File: config.mk
export PLATFORM = sky130hd
export DESIGN_NAME = io_poll_master
export DESIGN_NICKNAME = d
export VERILOG_FILES = /design/src/rtl/io_map_pkg.sv /design/src/rtl/btn_debounce.sv /design/src/rtl/io_poll_master.sv
export SDC_FILE = /design/constraint.sdc
export NUM_CORES = 1
export LEC_CHECK = 0
export BUFFER_PORTS_ARGS = -buffer_cell sky130_fd_sc_hd__buf_2
export CAP_MARGIN = 25
export CORE_UTILIZATION = 53
export DETAILED_ROUTE_END_ITERATION = 10
export PLACE_DENSITY = 0.84
export SYNTH_ARGS = -nofsm -noshare
export SYNTH_HDL_FRONTEND = slang
export SYNTH_SLANG_ARGS = --single-unit
export TNS_END_PERCENT = 1
File: constraint.sdc
create_clock -name clk_i -period 2.2 [get_ports clk_i]
set_input_delay 0.44 -clock clk_i [delete_from_list [all_inputs] [get_ports clk_i]]
set_output_delay 0.44 -clock clk_i [all_outputs]
set_load 0.01 [all_outputs]
File: src/rtl/io_map_pkg.sv
// -----------------------------------------------------------------------------
// io_map_pkg
// Shared IO map for the poll master and the IO responder: the bus addresses of
// the switch, button, LED and seven-segment digit registers, the field widths
// carried on the bus, and the poll FSM state encoding.
// -----------------------------------------------------------------------------
package io_map_pkg;

    localparam logic [31:0] SWITCH_ADDR = 32'hFFFF_F070;
    localparam logic [31:0] BUTTON_ADDR = 32'hFFFF_F078;
    localparam logic [31:0] LED_ADDR    = 32'hFFFF_F060;
    localparam logic [31:0] DIGIT_ADDR  = 32'hFFFF_F000;

    localparam int SW_W  = 24;  // switch bits carried in rdata[23:0]
    localparam int BTN_W = 5;   // button bits carried in rdata[4:0]

    typedef enum logic [2:0] {
        ST_IDLE   = 3'd0,
        ST_RD_SW  = 3'd1,
        ST_RD_BTN = 3'd2,
        ST_WR_LED = 3'd3,
        ST_WR_DIG = 3'd4
    } poll_state_e;

endpackage

File: src/rtl/btn_debounce.sv
// -----------------------------------------------------------------------------
// btn_debounce
// Per-bit debouncer for the 5 push buttons. Each bit keeps its last DEBOUNCE_N
// samples; the debounced level moves to the sampled value only when all of
// those samples agree. Samples are taken only on cycles with sample_i=1.
//
// Ports
//   clk_i     clock, rising edge
//   rst_i     synchronous active-high reset (clears history and levels)
//   sample_i  take one sample of btn_i this cycle
//   btn_i     raw button levels
//   btn_db_o  debounced levels
//   rise_o    one-cycle pulse, the cycle after a sample, when any debounced
//             bit went 0->1 on that sample
// DEBOUNCE_N must lie in 2..8.
// -----------------------------------------------------------------------------
module btn_debounce
    import io_map_pkg::*;
#(
    parameter int DEBOUNCE_N = 4
) (
    input  logic             clk_i,
    input  logic             rst_i,
    input  logic             sample_i,
    input  logic [BTN_W-1:0] btn_i,
    output logic [BTN_W-1:0] btn_db_o,
    output logic             rise_o
);

    logic [BTN_W-1:0][DEBOUNCE_N-1:0] hist_q;
    logic [BTN_W-1:0][DEBOUNCE_N-1:0] hist_next;
    logic [BTN_W-1:0]                 db_q;
    logic [BTN_W-1:0]                 db_next;

    // NOTE: every always_comb output gets a default before any branch, so no
    // path can leave it unassigned and infer a latch.
    always_comb begin
        hist_next = hist_q;
        db_next   = db_q;
        for (int b = 0; b < BTN_W; b++) begin
            hist_next[b] = {hist_q[b][DEBOUNCE_N-2:0], btn_i[b]};
            if (&hist_next[b]) begin
                db_next[b] = 1'b1;
            end else if (~|hist_next[b]) begin
                db_next[b] = 1'b0;
            end
        end
    end

    // NOTE: state registers use non-blocking assignments so every flop samples
    // the pre-edge values, independent of statement order.
    always_ff @(posedge clk_i) begin
        if (rst_i) begin
            hist_q <= '0;
            db_q   <= '0;
            rise_o <= 1'b0;
        end else begin
            rise_o <= 1'b0;
            if (sample_i) begin
                hist_q <= hist_next;
                db_q   <= db_next;
                // Several bits rising together still make a single event.
                rise_o <= |(db_next & ~db_q);
            end
        end
    end

    assign btn_db_o = db_q;

endmodule

File: src/rtl/io_poll_master.sv
// -----------------------------------------------------------------------------
// io_poll_master
// Periodically polls the switch and button registers of an IO responder,
// mirrors the switches onto the LEDs, debounces the buttons and, on each
// accepted press, bumps a press counter and writes it to the digit display.
//
// Ports
//   clk_i         clock, rising edge
//   rst_i         synchronous active-high reset
//   enable_i      poll enable (an in-flight poll always completes)
//   dram_addr_o   bus address
//   dram_we_o     bus write strobe, one cycle per write
//   dram_wdata_o  bus write data
//   dram_rdata_i  bus read data, combinational for the current address
//   busy_o        FSM is not idle
//   press_o       one-cycle pulse with the digit write of a press event
//   btn_db_o      debounced button levels
//   press_cnt_o   accepted press count
// POLL_DIV (>= 8) is the number of clk_i cycles between poll starts.
// -----------------------------------------------------------------------------
module io_poll_master
    import io_map_pkg::*;
#(
    parameter int POLL_DIV   = 100000,
    parameter int DEBOUNCE_N = 4
) (
    input  logic             clk_i,
    input  logic             rst_i,
    input  logic             enable_i,
    output logic [31:0]      dram_addr_o,
    output logic             dram_we_o,
    output logic [31:0]      dram_wdata_o,
    input  logic [31:0]      dram_rdata_i,
    output logic             busy_o,
    output logic             press_o,
    output logic [BTN_W-1:0] btn_db_o,
    output logic [31:0]      press_cnt_o
);

    localparam int DIV_W = $clog2(POLL_DIV);

    logic [DIV_W-1:0] div_q;
    logic             tick;
    poll_state_e      state_q;
    logic [SW_W-1:0]  sw_q;
    logic [31:0]      press_cnt_q;
    logic             press_evt;
    logic [7:0]       rdata_unused;

    // Only the switch and button fields of the read data are meaningful.
    assign rdata_unused = dram_rdata_i[31:24];

    // Poll divider: counts while enabled, is held at zero while disabled.
    assign tick = enable_i && (div_q == DIV_W'(POLL_DIV - 1));

    always_ff @(posedge clk_i) begin
        if (rst_i || !enable_i || tick) begin
            div_q <= '0;
        end else begin
            div_q <= div_q + DIV_W'(1);
        end
    end

    // Samples rdata while the RD_BTN address is on the bus; press_evt is
    // therefore valid during WR_LED.
    btn_debounce #(
        .DEBOUNCE_N (DEBOUNCE_N)
    ) u_btn_debounce (
        .clk_i    (clk_i),
        .rst_i    (rst_i),
        .sample_i (state_q == ST_RD_BTN),
        .btn_i    (dram_rdata_i[BTN_W-1:0]),
        .btn_db_o (btn_db_o),
        .rise_o   (press_evt)
    );

    // Bus outputs are registered together with the state, so each state's
    // address/strobe/data are presented for exactly the cycle spent there.
    always_ff @(posedge clk_i) begin
        if (rst_i) begin
            state_q      <= ST_IDLE;
            sw_q         <= '0;
            press_cnt_q  <= '0;
            press_o      <= 1'b0;
            dram_addr_o  <= '0;
            dram_we_o    <= 1'b0;
            dram_wdata_o <= '0;
        end else begin
            press_o      <= 1'b0;
            dram_addr_o  <= '0;
            dram_we_o    <= 1'b0;
            dram_wdata_o <= '0;
            unique case (state_q)
                ST_IDLE: begin
                    // A tick arriving outside IDLE is simply not seen here.
                    if (tick) begin
                        state_q     <= ST_RD_SW;
                        dram_addr_o <= SWITCH_ADDR;
                    end
                end
                ST_RD_SW: begin
                    sw_q        <= dram_rdata_i[SW_W-1:0];
                    state_q     <= ST_RD_BTN;
                    dram_addr_o <= BUTTON_ADDR;
                end
                ST_RD_BTN: begin
                    state_q      <= ST_WR_LED;
                    dram_addr_o  <= LED_ADDR;
                    dram_we_o    <= 1'b1;
                    dram_wdata_o <= {8'h00, sw_q};
                end
                ST_WR_LED: begin
                    if (press_evt) begin
                        state_q      <= ST_WR_DIG;
                        dram_addr_o  <= DIGIT_ADDR;
                        dram_we_o    <= 1'b1;
                        dram_wdata_o <= press_cnt_q + 32'd1;
                        press_cnt_q  <= press_cnt_q + 32'd1;
                        press_o      <= 1'b1;
                    end else begin
                        state_q <= ST_IDLE;
                    end
                end
                ST_WR_DIG: begin
                    state_q <= ST_IDLE;
                end
                default: begin
                    state_q <= ST_IDLE;
                end
            endcase
        end
    end

    assign busy_o      = (state_q != ST_IDLE);
    assign press_cnt_o = press_cnt_q;

endmodule
# [Yosys cells after proc, flatten, opt, wreduce, memory -nomap -nowiden]
# Cells that the tools add are included.
[totals] reg_bits=163 latch_bits=0 mem_bits_rw=0 romBits=0 inputBits=35 out_inout_bits=104 wordCells=66 n_memories=0
[op_classes] addsub=2 multipliers=0 div=0 magnitude_cmp=0 eq_ne=5 n_shift=0 n_mux=20 n_bitwise=4 n_reduce_logical=20
[op_table] op="32-bit one-hot mux with 4 select lines" n=1
[op_table] op="32-bit two-way mux" n=3
[op_table] op="32-bit one-hot mux with 2 select lines" n=1
[op_table] op="32-bit by 1-bit adder with 32-bit output (second input constant)" n=1
[op_table] op="4-bit AND reduction" n=5
[op_table] op="4-bit OR reduction" n=5
[op_table] op="17-bit by 1-bit adder with 17-bit output (second input constant)" n=1
[op_table] op="17-bit == test (second input constant)" n=1
[op_table] op="3-bit one-hot mux with 4 select lines" n=1
[op_table] op="1-bit two-way mux" n=11
[op_table] op="3-bit by 2-bit == test with 1-bit output (second input constant)" n=2
[op_table] op="3-bit two-way mux" n=2
[op_table] op="5-bit bitwise AND" n=1
[op_table] op="5-bit inverter" n=1
[op_table] op="5-bit OR reduction" n=1
[op_table] op="2-bit OR reduction" n=2
[op_table] op="3-bit by 1-bit == test with 1-bit output (second input constant)" n=1
[op_table] op="3-bit zero test" n=1
[op_table] op="3-bit nonzero test" n=1
[op_table] op="1-bit logical OR" n=2
[op_table] op="2-bit != test (second input constant)" n=1
[op_table] op="1-bit inverter" n=2
[op_table] op="1-bit one-hot mux with 2 select lines" n=1
[op_table] op="2-bit AND reduction" n=1
[op_table] op="other kinds (2)" n=2

# [Depth between registers and ports, before layout]
[logic_depth] depth_word=5 ltp_mapped=7 ltp_nobuf=6

# [Modules after synthesis]
# Synthesis repeated with hierarchy kept, for this count alone.
[hier_totals] hier_cells=687 area_unflattened_um2=5843.1
[modules_own_cells] module="io_poll_master" instances=1 cells_each=598 area_per_inst_um2=4971.0 seq_area_each_um2=2282.2
[modules_own_cells] module="btn_debounce" instances=1 cells_each=89 area_per_inst_um2=872.1 seq_area_each_um2=420.4

# [Worst setup path before layout]
# No wires, ideal clock.
[synth_path] path_type="reg-to-reg" from="register press_cnt_q[0], in the netlist press_cnt_o[0]" to="register press_cnt_q[30], in the netlist press_cnt_o[30]" setup_time_ns=0.128 arrival_time_ns=1.798 required_time_ns=2.072 slack_ns=0.274 path_stages_with_launch=8 path_buffers=1 period_less_slack_ns=1.926 cell_sequence="dfxtp_1 > ha_1 > nand3_2 > nor4_4 > buf_4 > nand4_1 > xor2_1 > nor2_1"
[synth_via] elab_chain_cells=1
[synth_rtl] element="start, declared" line="io_poll_master.sv:46" source="logic [31:0] press_cnt_q;"
[synth_rtl] element="start signal, assigned" line="io_poll_master.sv:118" source="press_cnt_q <= press_cnt_q + 32'd1;"
[synth_rtl] element="32-bit by 1-bit adder with 32-bit output" line="io_poll_master.sv:118"
# No other way between the ends.
# A chain may end at the register's enable or synchronous reset.

# [Final worst setup path]
[layout_path] from="register press_cnt_q[9], in the netlist press_cnt_o[9]" to="register press_cnt_q[27], in the netlist press_cnt_o[27]"
# The elaborated chain is that of the path after synthesis.

==> results by stage <==
Cells and area:
- The net count of the finished layout is 824.
- The area growth from synthesis to layout is 19.80%.
- The number of antenna cells inserted is 0.
- The share of cells above drive strength 1 is 0.2263.
- The finished layout holds 936 standard cells, fillers aside.
- The final standard cell area without fillers is 6957 um2.
- Leaving out fill and tap cells, the most frequent cells in the layout are dfxtp_1, buf_2, nand2_1.
- Leaving out fill and tap cells, the most frequent cell in the layout is dfxtp_1.

Placement:
- The total instance count after detailed placement is 904.
- The worst slack at placement is 0.1272 ns.
- In this run the cell area measured after placement is 6359 um2.
- During placement, the flow inserted port buffers numbering 122.
- The global placer's final weighted congestion is 0.8506.
- Detailed placement finished with a half-perimeter wire length of 9.471 mm.

Routing:
- For this run, design rule violations remaining after detail routing come to 0.
- After the first detailed-routing iteration, the DRC count stood at 385.
- The routed layout has 5,152 vias.
- The routed wire length is 14.42 mm.
- For this run, the detailed router's first-pass iteration total came to 5.
- After detailed routing, the average wire length per cell comes to 15.40 um.
- The count of nets left with antenna violations once routing finished came out at 0.
- Dividing the detail-routed via count by the number of cells gives 5.504.

Clock tree:
- After clock tree synthesis, the clock-pin slew on the worst setup and hold paths is 0.06 ns.
- The TritonCTS buffer count is 17.
- The later pin in the worst-skew pair is clocked with a latency of 0.52 ns.
- The clock sink count is 135.
- The number of gates resized after CTS was 0.
- The number of hold buffers added after CTS was 0.
- The clock root buffer master is clkbuf_8.
- No sink is reached through more buffers than the 2 on the longest clock path.
- The post-CTS setup repair buffer count is 0.
- TritonCTS built the clock tree.
- The H-tree level count is 4.

Setup path:
- STA puts the critical path data arrival time at 2.47 ns.
- STA classifies the critical path endpoint as a flip-flop.
- The critical path is of the reg -> reg type.
- The required time reported for the critical path endpoint is 2.60 ns.
- Along the worst path, the maximum fanout reaches 10.
- The worst setup path is launched from a flip-flop.

GRT:
- The initial antenna violation count came to 0.
- After global routing the overflow that remains totals 0.
- The first global-routing pass estimated 22.87 mm of wire.
- The number of global-route vias before repair came to 4,778.
- In the global route stage, overall resource usage came out at 0.2562.
- Entering global routing, the biggest net connects 79 pins.

Pwr:
- The switching portion of total power is 0.2073.
- The share of total power dissipated in sequential elements is 0.455.
- The maximum vdd drop is 0.4495 mV.
- The share of total power dissipated in the clock network is 0.530.
- The internal portion of the total power is 4262 uW.
- The portion of total power attributed to combinational logic is 0.015.
- For this design the total switching power over the nets is 1115 uW.
- The cell area power density is 772.9 nW/um2.
- The leakage dissipation is 0.002821 uW.

Synth:
- The flip-flop and latch count after synthesis is 135.
- Synthesis produced 693 cells.
- The most common flop cell mapped by yosys is dfxtp_1.
- The number of distinct library cells after synthesis is 45.
- The share of synthesized area occupied by flip-flops and latches is 0.4654.
- The number of warnings issued by yosys is 0.
- Counting flops with an async set or reset pin after synthesis yields a share of 0.
- By area the synthesized netlist is led by dfxtp_1, nand2_1, xor2_1.
- The largest total area in the synthesized netlist belongs to dfxtp_1.
- The fraction of synthesized cell area taken by the top area cell type is 0.4654.
- Summing every instance area after synthesis gives 5807 um2.
- Averaged over all synthesized cells, the footprint is 8.379 um2.
- Yosys mapped a number of flops with a built-in enable equal to 0.

STA:
- The setup skew after layout is 0.006718 ns.
- The final period demand of the worst path is 2.067 ns.
- Setup violations remaining at the end of the flow were counted as 0.
- The number of pins exceeding their max-slew limit in the final report is 0.
- The post-route setup TNS is 0 ns.
- For the pin with the worst max-slew slack, the measured transition is 0.6666 ns.
- The worst hold-check slack is 0.1509 ns.
- Measured against its own limit, the worst slew margin works out to 0.5542.
- Once routing completed, OpenROAD measured the worst setup slack at 0.1329 ns.
- Setup repair after global routing left no endpoint under its margin.
- Of the available clock period, the critical path in the final layout requires 0.9396.
- The count of final hold-check violations was 0.
- Based on the critical path, the design can be clocked at up to 483.8 MHz.

Floorplanning:
- The I/O pin count is 139.
- The core region is 10,460 um2.
- For this configuration, the core starts out at a cell density of 0.5550.
- From bottom edge to top edge, the die measures 106.7 um.
- The total number of placement rows is 37.
- The die extent in x is 106.7 um.
- The die covers 11,380 um2.

Worst hold path:
- The type of the tightest min-delay check is in -> reg.

Job:
- The max-capacitance violation count is 0.

Outcome:
- The flow ran to the end, and the final reports show no timing, DRC or antenna violations.
[flip-flops by register name, summed over array words and instances, names as in the netlist]
register                  cells
div_q                        17
dram_addr_o                   4
dram_wdata_o                 32
dram_we_o                     1
press_cnt_o                  32
press_o                       1
state_q                       3
sw_q                         24
u_btn_debounce.btn_db_o       5
u_btn_debounce.hist_next     15
u_btn_debounce.rise_o         1
[cell type report]
cell class | count | area (um2)
Multi-Input combinational cell | 488 | 2716
Clock buffer | 21 | 449.2
Inverter | 7 | 26.28
Timing Repair Buffer | 138 | 743.2
Clock inverter | 11 | 148.9
Fill cell | 841 | 3506
Tap cell | 136 | 170.2
Sequential cell | 135 | 2703
[worst paths after layout]
check	cells after the start	slack [ns]	start	end
min reg2reg	2	0.45	sw_q[15]	sw_q[15]
min	3	0.15	dram_rdata_i[13]	sw_q[13]
max	5	0.13	press_cnt_o[9]	press_cnt_o[27]
max reg2reg	5	0.13	press_cnt_o[9]	press_cnt_o[27]
[critical path, cell delays in order, from the launching register on]
cell,delay (ns)
dfxtp_1,0.50
and3_1,0.32
nand4_1,0.48
nor3_1,0.45
xnor2_1,0.16
nor2_1,0.05
[logic make-up after synthesis]
logic type | share of synthesized area
adders and majority gates | 0.004309
AOI/OAI and AO/OA | 0.08166
xor gates and xnor gates | 0.1041
buffers and inverters | 0.07132
and+or+nand+nor | 0.2726
other | 0.0006458
DFF | 0.4654
[power groups by stage]
stage	logic, uW	registers, uW	clock network [uW]
after global routing	88.9	2450	2960
after detailed placement	79.6	2500	0
after CTS	80.0	2450	2850
after global placement	77.8	2500	0
after floorplan	51.1	2500	0
final	80.6	2450	2850
[through the flow]
| stage | utilization | power (uW) |
|---|---|---|
| 3_5_place_dp | 0.6077 | 2581 |
| 6_report | 0.6649 | 5376 |
| 2_1_floorplan | - | 2552 |
| 3_3_place_gp | 0.6077 | 2579 |
| 4_1_cts | 0.6649 | 5378 |
| 5_1_grt | 0.6649 | 5494 |
[Yosys cell counts (4+ instances only)]
master,count
inv_1,7
clkbuf_1,30
or3_1,5
nor2_1,72
nand4_1,29
nor4_1,5
nand3_1,22
and4_1,8
and3_1,10
nand2_1,119
xor2_1,39
a22oi_1,4
dfxtp_1,135
a21oi_1,51
xnor2_1,30
buf_2,8
nor3_1,18
o21ai_0,26
buf_4,30
nand3b_1,6
[layer usage]
metal	track usage	wire, um	up-vias
met5	0	0	-
met4	0.09980	240	0
met3	0.05957	927	21
met2	0.4083	6812	208
met1	0.3362	6436	2435
li1	-	-	2488
(Power assumes the default switching activity.)
